$ cat config.mk
export PLATFORM = sky130hd
export DESIGN_NAME = multi_cycle_control
export DESIGN_NICKNAME = d
export VERILOG_FILES = /design/src/rtl/mc_ctrl_pkg.sv /design/src/rtl/mc_ctrl_outdec.sv /design/src/rtl/multi_cycle_control.sv
export SDC_FILE = /design/constraint.sdc
export NUM_CORES = 1
export LEC_CHECK = 0
export ABC_AREA = 0
export BUFFER_PORTS_ARGS = -buffer_cell sky130_fd_sc_hd__buf_2
export CAP_MARGIN = 20
export CORE_MARGIN = 2
export CORE_UTILIZATION = 55
export CTS_BUF_LIST = sky130_fd_sc_hd__clkbuf_2 sky130_fd_sc_hd__clkbuf_4 sky130_fd_sc_hd__clkbuf_8
export CTS_CLUSTER_SIZE = 25
export DETAILED_ROUTE_END_ITERATION = 8
export GPL_TIMING_DRIVEN = 0
export PLACE_DENSITY_LB_ADDON = 0.3
export SYNTH_ARGS = -nofsm -noshare
export SYNTH_HDL_FRONTEND = slang
export SYNTH_SLANG_ARGS = --single-unit
$ cat constraint.sdc
create_clock -name clk -period 2.55 [get_ports clk]
set_input_delay 0.1275 -clock clk [delete_from_list [all_inputs] [get_ports clk]]
set_output_delay 0.1275 -clock clk [all_outputs]
set_load 0.05 [all_outputs]
$ cat src/rtl/mc_ctrl_pkg.sv
// Shared definitions for the multi-cycle MIPS main controller: opcode
// constants, control-field encodings, the FSM state enum and the packed
// control word handed from the output decoder to the top.
package mc_ctrl_pkg;

   localparam int OP_WIDTH    = 6;
   localparam int STATE_WIDTH = 4;

   // Opcodes of the supported ISA subset
   localparam logic [5:0] OP_RTYPE = 6'b000000;
   localparam logic [5:0] OP_J     = 6'b000010;
   localparam logic [5:0] OP_JAL   = 6'b000011;
   localparam logic [5:0] OP_BEQ   = 6'b000100;
   localparam logic [5:0] OP_ADDI  = 6'b001000;
   localparam logic [5:0] OP_SLTI  = 6'b001010;
   localparam logic [5:0] OP_XORI  = 6'b001110;
   localparam logic [5:0] OP_LW    = 6'b100011;
   localparam logic [5:0] OP_SW    = 6'b101011;

   // ALU operation requests consumed by the ALU control block
   localparam logic [2:0] ALU_ADD   = 3'b000;
   localparam logic [2:0] ALU_SUB   = 3'b001;
   localparam logic [2:0] ALU_FUNCT = 3'b010;
   localparam logic [2:0] ALU_XOR   = 3'b011;
   localparam logic [2:0] ALU_SLT   = 3'b100;

   // PC source mux
   localparam logic [1:0] PCSRC_ALU    = 2'b00;
   localparam logic [1:0] PCSRC_ALUOUT = 2'b01;
   localparam logic [1:0] PCSRC_JUMP   = 2'b10;

   // ALU operand B mux
   localparam logic [1:0] SRCB_RT     = 2'b00;
   localparam logic [1:0] SRCB_FOUR   = 2'b01;
   localparam logic [1:0] SRCB_IMM    = 2'b10;
   localparam logic [1:0] SRCB_IMMSH2 = 2'b11;

   // Register file destination mux
   localparam logic [1:0] REGDST_RT = 2'b00;
   localparam logic [1:0] REGDST_RD = 2'b01;
   localparam logic [1:0] REGDST_RA = 2'b10;

   // Controller states; TRAP is only reachable when the illegal-op trap is built in
   typedef enum logic [3:0] {
      FETCH     = 4'd0,
      DECODE    = 4'd1,
      MEM_ADDR  = 4'd2,
      MEM_READ  = 4'd3,
      MEM_WB    = 4'd4,
      MEM_WRITE = 4'd5,
      EXEC_R    = 4'd6,
      R_WB      = 4'd7,
      EXEC_I    = 4'd8,
      I_WB      = 4'd9,
      BRANCH    = 4'd10,
      JUMP      = 4'd11,
      JAL       = 4'd12,
      TRAP      = 4'd13
   } state_t;

   // Full control word driven towards the datapath
   typedef struct packed {
      logic       pcWrite;
      logic       pcWriteCond;
      logic       iOrD;
      logic       memRead;
      logic       memWrite;
      logic       irWrite;
      logic       memToReg;
      logic       pcToReg;
      logic [1:0] regDst;
      logic       regWrite;
      logic       aluSrcA;
      logic [1:0] aluSrcB;
      logic       extMode;
      logic [2:0] aluOp;
      logic [1:0] pcSource;
   } ctrl_t;

   // I-type arithmetic needs {extMode, aluOp}; xori is the only zero-extending one
   function automatic logic [3:0] iTypeAluCtl(input logic [5:0] opCode);
      logic [3:0] ctl;
      ctl = {1'b1, ALU_ADD};
      case (opCode)
         OP_XORI: ctl = {1'b0, ALU_XOR};
         OP_SLTI: ctl = {1'b1, ALU_SLT};
         default: ctl = {1'b1, ALU_ADD};
      endcase
      return ctl;
   endfunction

endpackage

$ cat src/rtl/mc_ctrl_outdec.sv
// Combinational control-word decoder for the multi-cycle controller.
// The word depends only on the current state and the opcode latched in
// DECODE; the single exception is FETCH, where the IR and PC loads wait
// for the memory to report the instruction word is ready.
module mc_ctrl_outdec
   import mc_ctrl_pkg::*;
(
   input  state_t     i_state,
   input  logic [5:0] i_op,
   input  logic       i_mem_ready,
   output ctrl_t      o_ctrl
);

   logic [3:0] w_iCtl;

   assign w_iCtl = iTypeAluCtl(i_op);

   // Per-state control word, everything not named for a state stays 0
   always_comb begin
      o_ctrl = '0;
      case (i_state)
         FETCH: begin
            o_ctrl.memRead  = 1'b1;
            o_ctrl.aluSrcB  = SRCB_FOUR;
            o_ctrl.aluOp    = ALU_ADD;
            o_ctrl.pcSource = PCSRC_ALU;
            o_ctrl.irWrite  = i_mem_ready;
            o_ctrl.pcWrite  = i_mem_ready;
         end
         DECODE: begin
            o_ctrl.aluSrcB = SRCB_IMMSH2;
            o_ctrl.extMode = 1'b1;
            o_ctrl.aluOp   = ALU_ADD;
         end
         MEM_ADDR: begin
            o_ctrl.aluSrcA = 1'b1;
            o_ctrl.aluSrcB = SRCB_IMM;
            o_ctrl.extMode = 1'b1;
            o_ctrl.aluOp   = ALU_ADD;
         end
         MEM_READ: begin
            o_ctrl.memRead = 1'b1;
            o_ctrl.iOrD    = 1'b1;
         end
         MEM_WB: begin
            o_ctrl.regWrite = 1'b1;
            o_ctrl.memToReg = 1'b1;
            o_ctrl.regDst   = REGDST_RT;
         end
         MEM_WRITE: begin
            o_ctrl.memWrite = 1'b1;
            o_ctrl.iOrD     = 1'b1;
         end
         EXEC_R: begin
            o_ctrl.aluSrcA = 1'b1;
            o_ctrl.aluSrcB = SRCB_RT;
            o_ctrl.aluOp   = ALU_FUNCT;
         end
         R_WB: begin
            o_ctrl.regWrite = 1'b1;
            o_ctrl.regDst   = REGDST_RD;
         end
         EXEC_I: begin
            o_ctrl.aluSrcA = 1'b1;
            o_ctrl.aluSrcB = SRCB_IMM;
            o_ctrl.extMode = w_iCtl[3];
            o_ctrl.aluOp   = w_iCtl[2:0];
         end
         I_WB: begin
            o_ctrl.regWrite = 1'b1;
            o_ctrl.regDst   = REGDST_RT;
            o_ctrl.extMode  = w_iCtl[3];
            o_ctrl.aluOp    = w_iCtl[2:0];
         end
         BRANCH: begin
            o_ctrl.aluSrcA     = 1'b1;
            o_ctrl.aluSrcB     = SRCB_RT;
            o_ctrl.aluOp       = ALU_SUB;
            o_ctrl.pcWriteCond = 1'b1;
            o_ctrl.pcSource    = PCSRC_ALUOUT;
         end
         JUMP: begin
            o_ctrl.pcWrite  = 1'b1;
            o_ctrl.pcSource = PCSRC_JUMP;
         end
         JAL: begin
            o_ctrl.pcWrite  = 1'b1;
            o_ctrl.pcSource = PCSRC_JUMP;
            o_ctrl.regWrite = 1'b1;
            o_ctrl.regDst   = REGDST_RA;
            o_ctrl.pcToReg  = 1'b1;
         end
         default: o_ctrl = '0;
      endcase
   end

endmodule

$ cat src/rtl/multi_cycle_control.sv
// Moore main controller for the multi-cycle MIPS datapath. Sequences
// fetch/decode/execute/memory/writeback and stalls on mem_ready.
// Optional build macro ILLEGAL_OP_TRAP_EN: adds output illegal_op and a
// TRAP state that holds until reset; without it an unknown opcode is a
// two-cycle NOP.
module multi_cycle_control
   import mc_ctrl_pkg::*;
#(
   parameter int OP_W    = 6,
   parameter int STATE_W = 4
)
(
   input  logic               clk,
   input  logic               reset_n,
   input  logic [OP_W-1:0]    op,
   input  logic               zero,
   input  logic               mem_ready,
   output logic               pc_write,
   output logic               pc_write_cond,
   output logic               i_or_d,
   output logic               mem_read,
   output logic               mem_write,
   output logic               ir_write,
   output logic               mem_to_reg,
   output logic               pc_to_reg,
   output logic [1:0]         reg_dst,
   output logic               reg_write,
   output logic               alu_src_a,
   output logic [1:0]         alu_src_b,
   output logic               ext_mode,
   output logic [2:0]         alu_op,
   output logic [1:0]         pc_source,
`ifdef ILLEGAL_OP_TRAP_EN
   output logic               illegal_op,
`endif
   output logic [STATE_W-1:0] state
);

   state_t     r_state;
   state_t     w_nextState;
   logic [5:0] r_op;
   ctrl_t      w_decCtrl;
   ctrl_t      w_ctrl;
   logic       w_unusedZero;

   // The datapath gates pc_write_cond with zero itself
   assign w_unusedZero = zero;

   // State register; reset always lands in FETCH
   always_ff @(posedge clk or negedge reset_n) begin
      if (!reset_n) begin
         r_state <= FETCH;
      end else begin
         r_state <= w_nextState;
      end
   end

   // Opcode latch so EXEC_I/I_WB and MEM_ADDR see a stable instruction class
   always_ff @(posedge clk or negedge reset_n) begin
      if (!reset_n) begin
         r_op <= '0;
      end else if (r_state == DECODE) begin
         r_op <= op;
      end
   end

   // Next-state logic; stray encodings recover to FETCH
   always_comb begin
      w_nextState = FETCH;
      case (r_state)
         FETCH:     w_nextState = mem_ready ? DECODE : FETCH;
         DECODE: begin
            case (op)
               OP_LW, OP_SW:              w_nextState = MEM_ADDR;
               OP_RTYPE:                  w_nextState = EXEC_R;
               OP_ADDI, OP_XORI, OP_SLTI: w_nextState = EXEC_I;
               OP_BEQ:                    w_nextState = BRANCH;
               OP_J:                      w_nextState = JUMP;
               OP_JAL:                    w_nextState = JAL;
`ifdef ILLEGAL_OP_TRAP_EN
               default:                   w_nextState = TRAP;
`else
               default:                   w_nextState = FETCH;
`endif
            endcase
         end
         MEM_ADDR:  w_nextState = (r_op == OP_SW) ? MEM_WRITE : MEM_READ;
         MEM_READ:  w_nextState = mem_ready ? MEM_WB : MEM_READ;
         MEM_WB:    w_nextState = FETCH;
         MEM_WRITE: w_nextState = mem_ready ? FETCH : MEM_WRITE;
         EXEC_R:    w_nextState = R_WB;
         R_WB:      w_nextState = FETCH;
         EXEC_I:    w_nextState = I_WB;
         I_WB:      w_nextState = FETCH;
         BRANCH:    w_nextState = FETCH;
         JUMP:      w_nextState = FETCH;
         JAL:       w_nextState = FETCH;
`ifdef ILLEGAL_OP_TRAP_EN
         TRAP:      w_nextState = TRAP;
`endif
         default:   w_nextState = FETCH;
      endcase
   end

   mc_ctrl_outdec u_outdec (
      .i_state     (r_state),
      .i_op        (r_op),
      .i_mem_ready (mem_ready),
      .o_ctrl      (w_decCtrl)
   );

   // Every output is forced low while reset is held, not just after the edge
   assign w_ctrl = reset_n ? w_decCtrl : '0;

   assign pc_write      = w_ctrl.pcWrite;
   assign pc_write_cond = w_ctrl.pcWriteCond;
   assign i_or_d        = w_ctrl.iOrD;
   assign mem_read      = w_ctrl.memRead;
   assign mem_write     = w_ctrl.memWrite;
   assign ir_write      = w_ctrl.irWrite;
   assign mem_to_reg    = w_ctrl.memToReg;
   assign pc_to_reg     = w_ctrl.pcToReg;
   assign reg_dst       = w_ctrl.regDst;
   assign reg_write     = w_ctrl.regWrite;
   assign alu_src_a     = w_ctrl.aluSrcA;
   assign alu_src_b     = w_ctrl.aluSrcB;
   assign ext_mode      = w_ctrl.extMode;
   assign alu_op        = w_ctrl.aluOp;
   assign pc_source     = w_ctrl.pcSource;
   assign state         = STATE_W'(r_state);

`ifdef ILLEGAL_OP_TRAP_EN
   assign illegal_op = reset_n && (r_state == TRAP);
`endif

endmodule

==> out/metrics.yaml, run 1 <==
yosys:
  synth_top_area_share_pct: 25.87
  yosys.area_share.simple_pct: 40.62
  synth_area_leader_cell: "dfrtp_1"
  synth_mux_area_share_pct: 8.021
  synth-edff-count: 0
  ys_warn_count: 0
  synth.distinct_cells: 46
  ys_seq_elements: 10
  synth_xor_area_share_pct: 1.811
  yosys_most_used_dff: "dfrtp_1"
  synthTopCellsByArea: "dfrtp_1 26%, mux2_2 7.0%, nor2_1 4.7%"
  syn_area_um2: 967.2
  syn_nets: 126
  synth_seq_area_share_pct: 25.87
  syn_inst: 116
  syn_area_per_cell_um2: 8.338
  synth_top_family_by_area: "simple AND/OR/NAND/NOR gates"
  synthArstFlopShare_pct: 100.0
  yosys.area_share.adder_pct: 0
  synth_compound_area_share_pct: 16.82
timing:
  fmax_mhz: 488.7
  fin_ws_ns: 0.5039
  final_hold_viol_count: 0
  finalCriticalPeriod_ns: 2.046
  skew_ns: 0.009027
  slew_violations: 0
  fin_crit_sh_pct: 80.24
  rsz0062_at_grt: "no"
  relSlewSlack_pct: 64.66
  setup_viol: 0
  worst_slew_pin_slew_ns: 0.5278
finish:
  layout.cells.non_filler: 170
  drive_above_1_share_pct: 38.56
  fillers: 137
  fin_nets: 164
  design_area_um2: 1207
  diodes: 0
  syn2layout_area_growth_pct: 24.84
global_routing:
  gr-total-overflow: 0
  grt_max_degree: 14
  grtUsageTotal_pct: 25.51
  grt_pass1_vias: 857
  grt_pass1_wl_um: 3822
  antenna_found_initial: 0
setup_path:
  cp.required_ns: 2.42
  startpoint_type: "input pin"
  r2r_end: "r_op[0]$_DFFE_PN0P_"
  r2r_slack_ns: 1.00
  r2r_start: "state[1]$_DFF_PN0_"
  crit_start: "reset_n"
  crit_end: "pc_source[0]"
  crit_path_end_kind: "output port"
  critPathKind: "input pin to output port"
  crit_path_max_fanout: 13
  arrival_ns: 1.92
  worstRegToRegCells: 2
power_and_ir_drop:
  power_uw: 1274
  power.share.clock_pct: 11.4
  sw_frac_of_total_pct: 52.15
  power-per-cell-area_nw_per_um2: 1055
  p_comb_share_pct: 63.7
  power_switching_uw: 664.6
  p_leak_uw: 0.0005752
  ir_drop_uv: 658.8
  p_int_uw: 609.7
  pwr-share-seq_pct: 24.8
die:
  die_area_um2: 2110
  start_util_pct: 57.26
  core_um2: 1689
  num_io_pins: 34
  die_x_um: 45.94
  die_height_um: 45.94
  rows: 15
hold_path:
  hold_class: "input pin to flip-flop"
cts:
  holdBufCountCts: 1
  cts_tree: "yes"
  worst_skew_pair.late_latency_ns: 0.28
  h-tree-depth: 1
  path_clk_slew_ns: 0.06
  cts-root-buf: "clkbuf_4"
  post_cts_buffers: 0
  cts_resized: 0
  cts_num_sinks: 10
  numCtsBuffers: 3
  ctsLongestPathBuffers: 2
route:
  wl_per_cell_um: 14.71
  ant_nets: 0
  via_count: 1031
  drc: 0
  drt-total-wl_um: 2500
  drt_first_pass_iters: 4
  dr.first_iter.drc_count: 21
  via_per_inst: 6.065
placement:
  dp_slack_ns: 0.8290
  io_buffers: 32
  dpl_cell_area_um2: 1161
  place.gp.congestion: 0.8260
  dp_hpwl_um: 1913
  placed_cells: 165
flow_run:
  max_cap_violations: 0
run_status:
  status: "completed"
## Yosys cell counts (2+ instances only)
library cell / instances
nand3_1: 3
a221oi_1: 2
o21ai_0: 4
mux2_2: 6
nand4b_1: 2
buf_4: 2
nand3b_1: 3
nor3b_1: 4
o21a_1: 2
nand2b_1: 4
nor2b_1: 5
inv_1: 2
a21oi_1: 7
buf_2: 5
and3_1: 3
clkbuf_1: 2
nand2_1: 3
o21bai_1: 2
nor2_1: 12
dfrtp_1: 10
or3b_2: 2
nor3_1: 5
nor4_1: 2
or2_2: 2
## routing by layer
metal	global-route usage, %	vias to the layer above	routed length (um)
met2	43.06	29	1280
li1	-	505	-
met3	3.571	5	92
met1	31.78	492	1088
met5	0	-	0
met4	11.43	0	38
## kinds of logic (layout without fill, tap and decap cells)
kind of cell,after synthesis,count (layout)
and+or+nand+nor,61,61
AOI/OAI and AO/OA,24,24
muxes,7,7
DFF,10,10
buffers and inverters,12,49
xor gates and xnor gates,2,2
## registers in the layout (all words and copies together) (netlist names)
register,flops
r_op,6
state,4
## area by class of cell
cell class | instances | area [um2] | area share [%]
multi-input combinational | 94 | 663.1 | 54.92
sequential | 10 | 250.2 | 20.73
timing repair buffer | 33 | 170.2 | 14.09
buffer | 10 | 58.81 | 4.870
clock buffer | 4 | 36.28 | 3.005
tap | 17 | 21.27 | 1.762
inverter | 2 | 7.507 | 0.6218
## stage by stage
| stage | util (%) | TNS [ns] | hold WS (ns) |
|---|---|---|---|
| 3_3_place_gp | 68.74 | 0 | 0.01760 |
| 4_1_cts | 71.48 | 0 | 0.1486 |
| 6_report | 71.48 | 0 | 0.1527 |
| 2_1_floorplan | - | -0.007207 | -0.1681 |
| 3_5_place_dp | 68.74 | 0 | 0.02171 |
| 5_1_grt | 71.48 | 0 | 0.1588 |
## worst max-delay path, cell delays in order
cell and delay, ns:
dlygate4sd3_1 0.53, buf_2 0.29, clkbuf_1 0.34, nand2_1 0.13, nor2_1 0.14, buf_4 0.12, buf_2 0.24
## worst min path at each step
stage,startpoint,endpoint,slack [ns],cells past startpoint
floorplan,reset_n,r_op[0]$_DFFE_PN0P_,-0.17,0
global placement,reset_n,r_op[3]$_DFFE_PN0P_,0.02,1
detailed placement,reset_n,r_op[3]$_DFFE_PN0P_,0.02,1
CTS,op[4],r_op[4]$_DFFE_PN0P_,0.15,2
global route,op[4],r_op[4]$_DFFE_PN0P_,0.16,2
finish,op[4],r_op[4]$_DFFE_PN0P_,0.15,2
## power groups by stage
| stage | logic (uW) | clock network [uW] | registers [uW] |
|---|---|---|---|
| after floorplan | 583 | 0 | 364 |
| after detailed placement | 808 | 0 | 316 |
| after global routing | 861 | 157 | 322 |
| final | 812 | 146 | 316 |
| after CTS | 811 | 146 | 313 |
| after global placement | 792 | 0 | 312 |
## placed cells by master (no fill, tap or decap), types with 2 or more instances in the layout
cell and instances:
buf_2 37, nor2_1 12, dfrtp_1 10, a21oi_1 7, mux2_2 6, nor2b_1 5, nor3_1 5, nor3b_1 4
o21ai_0 4, nand2b_1 4, nand3_1 3, nand2_1 3, and3_1 3, nand3b_1 3, clkbuf_4 3, o21bai_1 2
clkbuf_1 2, nor4_1 2, nand4b_1 2, or3b_2 2, or2_2 2, inv_1 2, o21a_1 2, buf_4 2
(Power assumes the default switching activity.)
==> run 2, diff against run 1 <==
CORE_UTILIZATION = 51   (was 55)
clock period = 1.95 ns   (was 2.55 ns; I/O delays follow)
==> out/metrics.yaml, run 2 (same netlist as run 1, synthesis figures left out) <==
timing:
  fin_crit_sh_pct: 96.17
  fmax_mhz: 533.2
  relSlewSlack_pct: 65.29
  holdWs_ns: 0.1360
  slew_violations: 0
  fin_ws_ns: 0.07462
  rsz0062_at_grt: "no"
  skew_ns: 0.004978
  worst_slew_pin_slew_ns: 0.5184
  finalCriticalPeriod_ns: 1.875
  final_hold_viol_count: 0
  setup_viol: 0
global_routing:
  grt_pass1_vias: 919
  grt_max_degree: 11
  gr-total-overflow: 0
  grt_pass1_wl_um: 4264
  antenna_found_initial: 0
  grtUsageTotal_pct: 27.31
die:
  start_util_pct: 54.82
  rows: 15
  num_io_pins: 34
  die_height_um: 47.55
  die_area_um2: 2261
  die_x_um: 47.55
  core_um2: 1764
placement:
  dpl_cell_area_um2: 1239
  dp_hpwl_um: 1936
  placed_cells: 173
  dp_slack_ns: 0.2131
  place.gp.congestion: 0.8527
  io_buffers: 32
finish:
  largest_register: "r_op"
  diodes: 0
  mostFrequentLayoutCell: "buf_2"
  layout.cells.non_filler: 179
  largest_register_ff_count: 6
  fillers: 146
  design_area_um2: 1330
  syn2layout_area_growth_pct: 37.52
  drive_above_1_share_pct: 46.75
  fin_nets: 165
  final_cell_mix: "31 x buf_2, 11 x nor2_1, 7 x dfrtp_1"
power_and_ir_drop:
  power_uw: 1782
  ir_drop_uv: 765.3
  power.share.clock_pct: 10.2
  power-per-cell-area_nw_per_um2: 1340
  p_leak_uw: 0.0005913
  power_switching_uw: 921.7
  pwr-share-seq_pct: 23.2
  p_int_uw: 860.5
  sw_frac_of_total_pct: 51.72
  p_comb_share_pct: 66.6
flow_run:
  max_cap_violations: 0
setup_path:
  critical_path_buf_inv_count: 1
  cpMaxStageDelayCell: "or3b_2"
  arrival_ns: 1.78
  startpoint_type: "flip-flop"
  critPathKind: "flip-flop to output port"
  crit_path_end_kind: "output port"
  slowest_delay_ns: 0.48
  r2r_slack_ns: 0.30
  cp.required_ns: 1.85
  path_delay_family: "simple AND/OR/NAND/NOR gates"
  crit_path_max_fanout: 5
  worstPathCellList: "or3b_2 -> nor4_1 -> o21a_1 -> buf_2"
cts:
  path_clk_slew_ns: 0.07
  cts_num_sinks: 10
  numCtsBuffers: 3
  cts_tree: "yes"
  ctsLongestPathBuffers: 2
  cts-root-buf: "clkbuf_4"
  h-tree-depth: 1
  worst_skew_pair.late_latency_ns: 0.26
route:
  dr.first_iter.drc_count: 34
  drt-total-wl_um: 2652
  via_per_inst: 5.883
  drt_first_pass_iters: 4
  via_count: 1053
  wl_per_cell_um: 14.82
  ant_nets: 0
  drc: 0
run_status:
  status: "completed"
hold_path:
  hold_class: "input pin to flip-flop"
run 2: cell count changes in the layout (fill, tap and decap cells not counted), moves of 2 or more:
cell / previous run / this run
a21oi_1: 7 / 5
buf_2: 37 / 31
buf_6: 1 / 4
clkbuf_4: 3 / 6
dfrtp_1: 10 / 7
dfrtp_2: 0 / 3
nor3_1: 5 / 3
run 2: metrics by stage:
step	setup TNS, ns	util [%]
5_1_grt	0	75.39
2_1_floorplan	-0.6746	-
3_5_place_dp	0	70.21
4_1_cts	0	73.40
3_3_place_gp	0	70.21
6_report	0	75.39
run 2: final timing paths:
| path | end | cells past startpoint | startpoint |
|---|---|---|---|
| min in group asynchronous | state[0]$_DFF_PN0_ | 2 | reset_n |
| max in group asynchronous | state[1]$_DFF_PN0_ | 2 | reset_n |
| min reg2reg | r_op[1]$_DFFE_PN0P_ | 1 | r_op[1]$_DFFE_PN0P_ |
| max | alu_op[1] | 4 | state[1]$_DFF_PN0_ |
| max reg2reg | r_op[4]$_DFFE_PN0P_ | 3 | state[1]$_DFF_PN0_ |
| min | r_op[4]$_DFFE_PN0P_ | 2 | op[4] |
run 2: layout make-up:
cell class | count | area, um2 | share of cell area, %
tap | 25 | 31.28 | 2.352
sequential | 10 | 254.0 | 19.10
inverter | 2 | 7.507 | 0.5644
timing repair buffer | 34 | 203.9 | 15.33
clock buffer | 4 | 36.28 | 2.728
multi-input combinational | 94 | 737.0 | 55.41
buffer | 10 | 60.06 | 4.516
run 2: power by group through the flow:
stage          Sequential [uW]  Clock, uW  Combinational [uW]
6_report                   413        183                1190
5_1_grt                    428        203                1270
4_1_cts                    411        188                1150
3_5_place_dp               413          0                1130
3_3_place_gp               409          0                1110
2_1_floorplan              477          0                 831
run 2: what timing repair did:
action,4_1_cts,5_1_grt
hold buffers,1,0
setup endpoints to repair,2,9
setup buffers,0,1
resized for setup,4,11
hold endpoints to repair,10,0
run 2: routing by layer:
layer	wire, um	share of wire [%]	vias to the layer above	track usage [%]
met5	0	0	-	0
met4	72	2.7	0	15.14
met3	121	4.6	8	5.660
met2	1357	51	45	47.30
met1	1100	41	487	31.24
li1	-	-	513	-
